`src/rtl/fetch_ctrl.sv`:
```
// Fetch-stage sequencer: boot, I-cache miss wait with timeout, branch redirect and
// interrupt/bus-error vectoring. Drives the PC source select and the PC enable.
module fetch_ctrl #(
    parameter int unsigned MISS_TIMEOUT = 255,
    parameter int unsigned CNT_W        = 8
) (
    input  logic        clk,
    input  logic        reset,
    input  logic        hzstallF,
    input  logic        branchD,
    input  logic        imissF,
    input  logic        ireadyF,
    input  logic        irq,
    input  logic        ieD,
    input  logic        eretD,
    input  logic [31:0] pcF,
    output logic [1:0]  pcsrcFD,
    output logic        stallF,
    output logic        missstallF,
    output logic        flushD,
    output logic        intackF,
    output logic        ibuserrF,
    output logic [31:0] epcF
);

    localparam logic [1:0] PcSrcReset  = 2'b00;
    localparam logic [1:0] PcSrcVector = 2'b01;
    localparam logic [1:0] PcSrcPlus4  = 2'b10;
    localparam logic [1:0] PcSrcBranch = 2'b11;

    localparam logic [CNT_W-1:0] MissLast = CNT_W'(MISS_TIMEOUT - 1);

    typedef enum logic [1:0] {StBoot, StRun, StMiss, StVec} state_e;

    state_e           state_q, state_d;
    logic [CNT_W-1:0] cnt_q, cnt_d;
    logic             in_handler_q, in_handler_d;
    logic             errflag_q, errflag_d;
    logic [31:0]      epc_d;
    logic             run_eval;
    logic             take_irq;

    assign take_irq = irq & ieD & ~in_handler_q & ~hzstallF;

    always_comb begin
        state_d      = state_q;
        cnt_d        = cnt_q;
        in_handler_d = in_handler_q;
        errflag_d    = errflag_q;
        epc_d        = epcF;
        pcsrcFD      = PcSrcPlus4;
        stallF       = 1'b0;
        missstallF   = 1'b0;
        flushD       = 1'b0;
        intackF      = 1'b0;
        ibuserrF     = 1'b0;
        run_eval     = 1'b0;

        if (eretD && state_q != StBoot) begin
            in_handler_d = 1'b0;
            errflag_d    = 1'b0;
        end

        unique case (state_q)
            StBoot: begin
                pcsrcFD = PcSrcReset;
                flushD  = 1'b1;
                state_d = StRun;
            end
            StRun: begin
                run_eval = 1'b1;
            end
            StMiss: begin
                cnt_d = cnt_q + 1'b1;
                if (ireadyF) begin
                    run_eval = 1'b1;
                end else begin
                    stallF     = 1'b1;
                    missstallF = 1'b1;
                    if (cnt_q == MissLast) begin
                        ibuserrF  = 1'b1;
                        epc_d     = pcF;
                        errflag_d = 1'b1;
                        state_d   = StVec;
                    end
                end
            end
            StVec: begin
                pcsrcFD      = PcSrcVector;
                flushD       = 1'b1;
                intackF      = 1'b1;
                in_handler_d = 1'b1;
                state_d      = StRun;
            end
            default: state_d = StBoot;
        endcase

        // Refill completion falls straight into the normal run rules; the miss it
        // satisfies is not re-raised in the same cycle.
        if (run_eval) begin
            state_d = StRun;
            if (imissF && state_q == StRun) begin
                stallF     = 1'b1;
                missstallF = 1'b1;
                cnt_d      = '0;
                state_d    = StMiss;
            end else if (take_irq && !branchD) begin
                epc_d   = pcF;
                state_d = StVec;
            end else if (hzstallF) begin
                stallF = 1'b1;
            end else if (branchD) begin
                // A pending interrupt waits one cycle so epc captures the branch target.
                pcsrcFD = PcSrcBranch;
                flushD  = 1'b1;
            end
        end
    end

    always_ff @(posedge clk or posedge reset) begin
        if (reset) begin
            state_q      <= StBoot;
            cnt_q        <= '0;
            in_handler_q <= 1'b0;
            errflag_q    <= 1'b0;
            epcF         <= '0;
        end else begin
            state_q      <= state_d;
            cnt_q        <= cnt_d;
            in_handler_q <= in_handler_d;
            errflag_q    <= errflag_d;
            epcF         <= epc_d;
        end
    end

endmodule
```
`config.mk`:
```
export PLATFORM = sky130hd
export DESIGN_NAME = fetch_ctrl
export DESIGN_NICKNAME = d
export VERILOG_FILES = /design/src/rtl/fetch_ctrl.sv
export SDC_FILE = /design/constraint.sdc
export NUM_CORES = 1
export LEC_CHECK = 0
export ABC_AREA = 1
export CAP_MARGIN = 5
export CORE_ASPECT_RATIO = 1.75
export CORE_MARGIN = 3
export CORE_UTILIZATION = 39
export DETAILED_ROUTE_END_ITERATION = 10
export PLACE_DENSITY = 0.76
export REMOVE_ABC_BUFFERS = 1
export SLEW_MARGIN = 20
export SYNTH_ARGS = -nofsm -noshare
export SYNTH_HDL_FRONTEND = slang
export SYNTH_SLANG_ARGS = --single-unit
```
`constraint.sdc`:
```
create_clock -name clk -period 1.6 [get_ports clk]
set_input_delay 0.4 -clock clk [delete_from_list [all_inputs] [get_ports clk]]
set_output_delay 0.4 -clock clk [all_outputs]
set_load 0.05 [all_outputs]
```
==> results of run 1 <==
==> synthesized netlist by cell type <==
cell type and n:
clkbuf_1 2, xnor2_1 1, nand2_4 1, nor2_1 17, nand4_1 1, nand2_1 88
o31ai_1 1, nand2_2 1, inv_1 16, nand3_4 2, dfrtp_1 43, buf_1 1
a21oi_4 1, a211oi_1 1, ha_1 6, buf_2 4, inv_2 1, o21bai_1 1
nor2_2 1, nand3_1 36, o21ai_0 3, xor2_1 3, buf_4 1, a21oi_1 2
buf_6 3
==> flip-flops by register name, indices dropped and copies added (netlist names) <==
name,count
cnt_q,8
epcF,32
in_handler_q,1
state_q,2
==> power by group through the flow <==
| stage | Sequential [uW] | Clock (uW) | Combinational, uW |
|---|---|---|---|
| floorplan | 2820 | 0 | 1250 |
| CTS | 1910 | 686 | 4960 |
| global route | 1970 | 727 | 5450 |
| detailed placement | 1920 | 0 | 4800 |
| finish | 1920 | 663 | 5200 |
| global placement | 1890 | 0 | 4720 |
==> cells by family after synthesis <==
logic type	after synthesis
flops	43
simple gates	147
xor+xnor	4
fa+ha+maj	6
buf+inv	28
compound gates	9
==> cell usage in the layout (no fill, tap or decap), drive strengths merged, types with 3 or more instances in the layout <==
cell type	instances
inv	17
nor2	18
buf	72
o21ai	3
ha	6
clkdlybuf4s50	39
dfrtp	43
a21oi	3
nand2	90
nand3	38
clkbuf	6
xor2	3
==> metrics by stage <==
| step | TNS (ps) | setup slack (ps) | total power, uW |
|---|---|---|---|
| floorplan | -23230 | -1270 | 4070 |
| global placement | -9850 | -328 | 6610 |
| detailed placement | -11290 | -342 | 6720 |
| CTS | -7130 | -430 | 7550 |
| global route | -9390 | -484 | 8140 |
| finish | -6450 | -420 | 7780 |
==> layout make-up <==
class / count / share of cell area
clock buffer: 6 / 0.0193
inverter: 17 / 0.0189
sequential: 43 / 0.286
clock inverter: 2 / 0.00332
timing repair buffer: 113 / 0.407
multi-input combinational: 166 / 0.247
tap: 54 / 0.0179
==> metal layers <==
layer | vias to the layer above | global-route usage | wire length (um)
li1 | 961 | - | -
met1 | 955 | 0.219 | 2100
met2 | 57 | 0.383 | 3590
met3 | 16 | 0.0638 | 300
met4 | 0 | 0.0902 | 185
met5 | - | 0 | 0
==> tightest hold or removal path, cell delays in order <==
cell and delay (ps):
clkdlybuf4s50_1 400, inv_1 110, buf_12 200
==> worst paths after layout <==
kind / start / end / slack (ps) / cells after the start
worst max register to register: state_q[0] / epcF[15] / -180 / 10
worst min register to register: cnt_q[3] / cnt_q[3] / 500 / 1
max in group asynchronous: reset / state_q[0] / 900 / 3
worst max-delay path: state_q[0] / stallF / -420 / 6
min in group clk: cnt_q[3] / cnt_q[3] / 500 / 1
worst min-delay path: reset / epcF[9] / 470 / 3
==> timing repair <==
item / 4_1_cts / 5_1_grt
gates resized for setup: 14 / 28
setup endpoints to repair: 44 / 44
gates cloned: 1 / 0
buffers inserted: 3 / 2
hold buffers: 0 / 0
pin swaps: 4 / 12
==> impl_metrics.csv, run 1 <==
group,metric,value,unit
worst_setup_path,path_max_fanout,3,
logic_synthesis,synth-xor-area-share,0.0173,
power,internal-power,4300,uW
clock_network,cts_tree,"done",
worst_setup_path,crit_top_cell,"inv_4",
layout,utilization,0.757,
clock_network,cts.sinks,43,
sta,hold_viol_final,0,
logic_synthesis,yosys_warnings,0,
layout,layout.nets,393,
clock_network,clk_pin_slew_worst_paths,80,ps
sta,rsz0062_at_grt,"yes",
floorplan,std_cell_rows,34,
logic_synthesis,muxShareOfSynthArea,0,
drt,wl_per_cell,15.4,um
clock_network,h-tree-depth,2,
sta,setup_viol,39,
power,leakagePower,0.00184,uW
layout,syn_to_final_growth,85.9,%
power,ir_drop,1.76,mV
clock_network,root_buffer,"clkbuf_8",
clock_network,cts_buffer_depth,2,
logic_synthesis,seq_area_frac_synth,0.531,
place,numPortBuffers,79,
grt,grt_pass1_vias,2074,
logic_synthesis,synth_compound_area_frac,0.0315,
drt,vias,1989,
place,gp_congestion,0.807,
layout,fin_area,3770,um2
sta,timing.hold.ws,470,ps
power,powerDensity,2070,nW/um2
drt,drt_iter0_drc,30,
floorplan,die_x,60.5,um
logic_synthesis,yosys.area.top_type,"dfrtp_1",
layout,layout-drive-gt1-share,0.323,
worst_setup_path,crit_slowest_cell,"dfrtp_2",
logic_synthesis,ys_top_cells_by_area,"dfrtp_1 (53%), nand2_1 (16%), nand3_1 (8.9%)",
job,cap_violations,0,
worst_setup_path,cp-start-kind,"flip-flop",
sta,tightest_slew,294,ps
sta,period_share,1.26,
drt,viasPerCell,4.96,
grt,grt_pass1_wl,9690,um
worst_hold_path,hp-class,"in -> async",
floorplan,die_h,101,um
sta,drv_slew,0,
layout,regArea,1080,um2
worst_setup_path,cp_num_buf_inv,4,
power,power.switching,3480,uW
power,p_sw_frac,0.447,
worst_setup_path,endpoint_kind,"output pin",
sta,finalWorstSetupSlack,-420,ps
power,seq_power_share,0.247,
sta,slew_headroom,0.804,
clock_network,cts_made_buffers,5,
power,pwr-share-clk,0.085,
layout,final_cells,401,
clock_network,clock_latency,290,ps
drt,ant_nets,0,
logic_synthesis,syn_area,2030,um2
layout,fillCellCount,309,
floorplan,dieArea,6130,um2
outcome,status,"finished with violations",
grt,antenna_found_initial,0,
floorplan,initial_utilization,0.407,
outcome,violations,"setup timing",
logic_synthesis,synth_top_area_share,0.531,
logic_synthesis,ys_ff_latch,43,
layout,num_antenna_cells,0,
sta,clock_skew,5.72,ps
logic_synthesis,syn-mean-instance-area,8.55,um2
place,hpwl,4520,um
worst_setup_path,crit_type,"reg -> out",
worst_setup_path,crit_path_max_incr_delay,430,ps
drt,drt_wl_total,6180,um
sta,clock.fmax,495,MHz
worst_setup_path,crit_required,1200,ps
worst_setup_path,arrival,1620,ps
layout,multi_input_area,931,um2
logic_synthesis,netlist-cell-type-count,25,
grt,grt_use_total,0.212,
drt,dr.pass1.iters,4,
logic_synthesis,synth_top_family_by_area,"simple AND/OR/NAND/NOR gates",
drt,drc,0,
logic_synthesis,synthAdderAreaFrac,0.0371,
worst_setup_path,cp_cell_sequence,"inv_4, ha_4, inv_4, o31ai_4, buf_4, buf_12",
floorplan,coreArea,4980,um2
sta,period_needed,2020,ps
grt,grt-ovfl-total,0,
place,dp_cells,387,
power,combPwrFrac,0.668,
place,dpl_cell_area,3450,um2
floorplan,ios,80,
grt,grt_max_degree,29,
worst_setup_path,cpLargestDelayFamily,"flip-flops",
logic_synthesis,synthCells,237,
logic_synthesis,synthSimpleGateAreaFrac,0.316,
No activity file was read; power rests on OpenSTA's default activity.
==> run 2, diff against run 1 <==
--- a/config.mk
+++ b/config.mk
@@ -15,3 +15,2 @@
 export REMOVE_ABC_BUFFERS = 1
-export SLEW_MARGIN = 20
 export SYNTH_ARGS = -nofsm -noshare
--- a/constraint.sdc
+++ b/constraint.sdc
@@ -3,2 +3,2 @@
 set_output_delay 0.4 -clock clk [all_outputs]
-set_load 0.05 [all_outputs]
+set_load 0.1 [all_outputs]
==> run 2 against run 1 <==
The run still ends with setup timing left. Sequential share of layout area shrank 2.2 points. Global-route usage grew 4.0 points. Utilization up 6.3 points. Die area stayed put. Register-to-register slack got worse by 140 ps. Critical path type unchanged. Critical endpoint is now pcsrcFD[0]. Largest cell class unchanged.
==> impl_metrics.csv, run 2 (same netlist as run 1, synthesis figures left out) <==
group,metric,value,unit
floorplan,die_x,60.5,um
sta,setup_viol,42,
layout,largest_reg_flops,32,
worst_setup_path,path_max_fanout,3,
sta,drv_slew,0,
sta,clock.fmax,465,MHz
layout,layout-drive-gt1-share,0.444,
place,pre_cts_ws,-395,ps
worst_setup_path,rr_worst_depth,12,
clock_network,hold_buffers,0,
grt,grt_use_total,0.252,
clock_network,cts_tree,"done",
grt,grt_pass1_wl,11300,um
clock_network,h-tree-depth,2,
drt,wl_per_cell,19.6,um
grt,grt_max_degree,44,
outcome,violations,"setup timing",
clock_network,root_buffer,"clkbuf_8",
worst_hold_path,hp-class,"in -> async",
layout,final_cells,410,
drt,drc,0,
worst_setup_path,endpoint_kind,"output pin",
grt,grt_pass1_vias,2312,
clock_network,cts_buffer_depth,2,
clock_network,clk_pin_slew_worst_paths,90,ps
place,numPortBuffers,79,
clock_network,clock_latency,310,ps
worst_setup_path,arrival,1750,ps
sta,slew_headroom,0.798,
sta,period_share,1.34,
worst_setup_path,crit_type,"reg -> out",
outcome,status,"finished with violations",
worst_setup_path,crit_required,1200,ps
drt,viasPerCell,5.37,
worst_setup_path,cp-start-kind,"flip-flop",
sta,clock_skew,8.96,ps
place,hpwl,4410,um
sta,hold_viol_final,0,
grt,antenna_found_initial,0,
floorplan,coreArea,4980,um2
job,cap_violations,0,
place,dp_cells,387,
floorplan,dieArea,6130,um2
floorplan,ios,80,
floorplan,initial_utilization,0.407,
drt,drt_iter0_drc,69,
drt,vias,2201,
layout,syn_to_final_growth,101,%
drt,dr.pass1.iters,4,
drt,ant_nets,0,
place,gp_congestion,0.790,
layout,final_cell_mix,"nand2_1 (63), buf_12 (45), dfrtp_1 (43)",
layout,layout.nets,402,
clock_network,cts_made_buffers,5,
layout,layout_commonest_cell,"nand2_1",
layout,reg_top3,"epcF (32), cnt_q (8), state_q (2)",
layout,regMostFlops,"epcF",
clock_network,cts.sinks,43,
floorplan,die_h,101,um
sta,rsz0062_at_grt,"yes",
layout,num_antenna_cells,0,
sta,finalWorstSetupSlack,-549,ps
drt,drt_wl_total,8050,um
floorplan,std_cell_rows,34,
grt,grt-ovfl-total,0,
sta,tightest_slew,301,ps
sta,period_needed,2150,ps
run 2: what timing repair did:
item | in CTS | in global routing
endpoints found under the setup margin | 44 | 44
resized for setup | 54 | 42
setup buffers | 11 | 5
pin swaps | 5 | 9
hold endpoints to repair | 0 | 0
cloned | 2 | 0
run 2: through the flow:
step	hold WS [ps]	util	instance area (um2)	TNS, ps
floorplan	455	-	1950	-42390
global placement	474	0.696	3460	-12600
detailed placement	478	0.696	3460	-13510
CTS	456	0.786	3910	-8550
global route	500	0.819	4080	-13930
finish	451	0.819	4080	-11370
run 2: final timing paths:
| kind | start | end | slack (ps) |
|---|---|---|---|
| min reg2reg | cnt_q[3] | cnt_q[3] | 520 |
| max reg2reg | state_q[1] | epcF[10] | -320 |
| min | reset | epcF[5] | 450 |
| min in group clk | cnt_q[3] | cnt_q[3] | 520 |
| max | state_q[0] | pcsrcFD[0] | -550 |
| max in group asynchronous | reset | epcF[2] | 930 |
run 2: final cells by class:
cell class              instances  area (um2)
multi-input cells             166        1070
fillers                       226         900
inverters                      17        71.3
repair buffers                122        1680
clock inverters                 2        35.0
clock buffers                   6        82.6
flip-flops and latches         43        1080
well taps                      54        67.6
run 2: metal layers:
| metal | vias up | wire [um] | GRT usage |
|---|---|---|---|
| met2 | 88 | 4720 | 0.453 |
| li1 | 982 | - | - |
| met3 | 23 | 418 | 0.0676 |
| met5 | - | 0 | 0 |
| met4 | 0 | 289 | 0.117 |
| met1 | 1108 | 2630 | 0.263 |
run 2: critical path, stage by stage, from the launching register on:
cell	delay, ps
dfrtp_1	430
ha_2	220
nand2_2	90
inv_1	70
nor2_2	200
nand3_2	140
nand2_2	110
buf_12	170
Power of run 2 is not shown: default switching activity piles up to over one toggle a cycle in this logic, so the estimate is an artifact.
==> run 3, diff against run 2 <==
CAP_MARGIN = 25   (was 5)
CORE_UTILIZATION = 43   (was 39)
PLACE_DENSITY = 0.79   (was 0.76)
clock period = 2.45 ns   (was 1.6 ns; I/O delays follow)
==> run 3 against run 2 <==
The run still ends with setup timing left. Critical endpoint is now stallF. Highest routed layer unchanged. Die area down 8.6%. Design area down 27%. Register-to-register slack better by 900 ps. Critical path type unchanged. Global-route usage down 7.3 points.
==> impl_metrics.csv, run 3 (same netlist as run 1, synthesis figures left out) <==
group,metric,value,unit
outcome,status,"finished with violations",
outcome,violations,"setup timing",
layout,final_cells,374,
place,hpwl,3440,um
grt,grt_pass1_wl,8000,um
clock_network,cts.sinks,43,
drt,wl_per_cell,12.8,um
worst_setup_path,r2r_slack,580,ps
layout,num_antenna_cells,0,
grt,grt_pass1_vias,1801,
clock_network,cts_buffer_depth,2,
worst_hold_path,hp-class,"reg -> reg",
layout,utilization,0.668,
worst_setup_path,arrival,1850,ps
drt,drt_wl_total,4790,um
floorplan,dieArea,5600,um2
sta,clock.fmax,405,MHz
layout,regMostFlops,"epcF",
worst_setup_path,crit_type,"reg -> out",
grt,grt_use_total,0.179,
floorplan,initial_utilization,0.452,
sta,slew_headroom,0.650,
drt,dr.pass1.iters,4,
place,numPortBuffers,79,
clock_network,root_buffer,"clkbuf_8",
drt,drc,0,
worst_setup_path,crit_slowest_cell,"dfrtp_1",
worst_setup_path,crit_required,1840,ps
job,cap_violations,0,
worst_setup_path,crit_top_cell,"inv_1",
floorplan,coreArea,4480,um2
sta,setup_viol,1,
floorplan,die_x,57.9,um
sta,tightest_slew,526,ps
drt,viasPerCell,4.97,
sta,hold_viol_final,0,
sta,finalWorstSetupSlack,-16.8,ps
floorplan,std_cell_rows,32,
floorplan,ios,80,
worst_setup_path,cp_num_buf_inv,4,
layout,largest_reg_flops,32,
sta,drv_slew,0,
grt,grt_max_degree,44,
worst_setup_path,path_max_fanout,3,
sta,clock_skew,7.35,ps
worst_setup_path,cp_cell_sequence,"inv_1, ha_1, inv_1, o31ai_1, buf_4, buf_12",
drt,vias,1860,
floorplan,die_h,96.8,um
clock_network,clk_pin_slew_worst_paths,80,ps
worst_setup_path,crit_path_max_incr_delay,390,ps
layout,syn_to_final_growth,47.8,%
layout,layout.nets,369,
drt,ant_nets,0,
clock_network,cts_made_buffers,5,
place,dp_cells,364,
clock_network,cts_tree,"done",
place,gp_congestion,0.800,
layout,final_cell_mix,"nand2_1 (87), dfrtp_1 (43), buf_4 (43)",
layout,layout-drive-gt1-share,0.207,
layout,fillCellCount,385,
layout,layout_commonest_cell,"nand2_1",
layout,reg_top3,"epcF (32), cnt_q (8), state_q (2)",
sta,period_needed,2470,ps
sta,period_share,1.01,
clock_network,h-tree-depth,2,
place,pre_cts_ws,-25.4,ps
clock_network,clock_latency,290,ps
worst_setup_path,endpoint_kind,"output pin",
worst_setup_path,cpLargestDelayFamily,"buffers and inverters",
grt,grt-ovfl-total,0,
grt,antenna_found_initial,0,
drt,drt_iter0_drc,59,
worst_setup_path,cp-start-kind,"flip-flop",
-- run 3: changes by cell type in the layout (fill, tap and decap cells not counted), moves of 6 or more --
cell     before  now
buf_12       45    6
buf_4        21   43
buf_6        12    0
inv_1         9   15
nand2_1      63   87
nand2_2      25    2
nand3_1      20   36
nand3_2      16    0
nor2_1       10   17
nor2_4        6    0
-- run 3: area by class of cell --
type	count	area (um2)	share of cell area
well taps	51	63.8	0.0213
clock buffers	6	82.6	0.0276
multi-input cells	166	831	0.277
repair buffers	89	842	0.281
flip-flops and latches	43	1080	0.359
clock inverters	2	35.0	0.0117
inverters	17	63.8	0.0213
-- run 3: stage by stage --
step                      area (um2)  hold slack [ps]  TNS (ps)
final                           2990              499     -16.8
after global routing            2990              551     -41.7
after CTS                       2970              500         0
after detailed placement        2850              488     -25.4
after global placement          2850              485         0
after floorplan                 1950              455     -6420
-- run 3: path summary, 6_finish.rpt --
path,from,to,depth (start not counted)
setup / recovery,state_q[0],stallF,6
hold / removal,cnt_q[3],cnt_q[3],1
setup reg to reg,state_q[1],epcF[15],9
hold reg to reg,cnt_q[3],cnt_q[3],1
max in group asynchronous,reset,cnt_q[5],3
min in group asynchronous,reset,epcF[8],3
-- run 3: timing repair --
item,CTS,global route
hold buffers,0,0
pin swaps,1,1
gates resized for setup,3,2
setup buffers,0,2
endpoints found under the hold margin,0,0
setup endpoints to repair,1,3
-- run 3: metal layers --
| metal | up-vias | routed length [um] | track usage |
|---|---|---|---|
| met5 | - | 0 | 0 |
| met4 | 0 | 71 | 0.0589 |
| met3 | 6 | 241 | 0.0360 |
| met2 | 57 | 2630 | 0.311 |
| met1 | 889 | 1840 | 0.216 |
| li1 | 908 | - | - |
Power of run 3 is left out for the same reason.
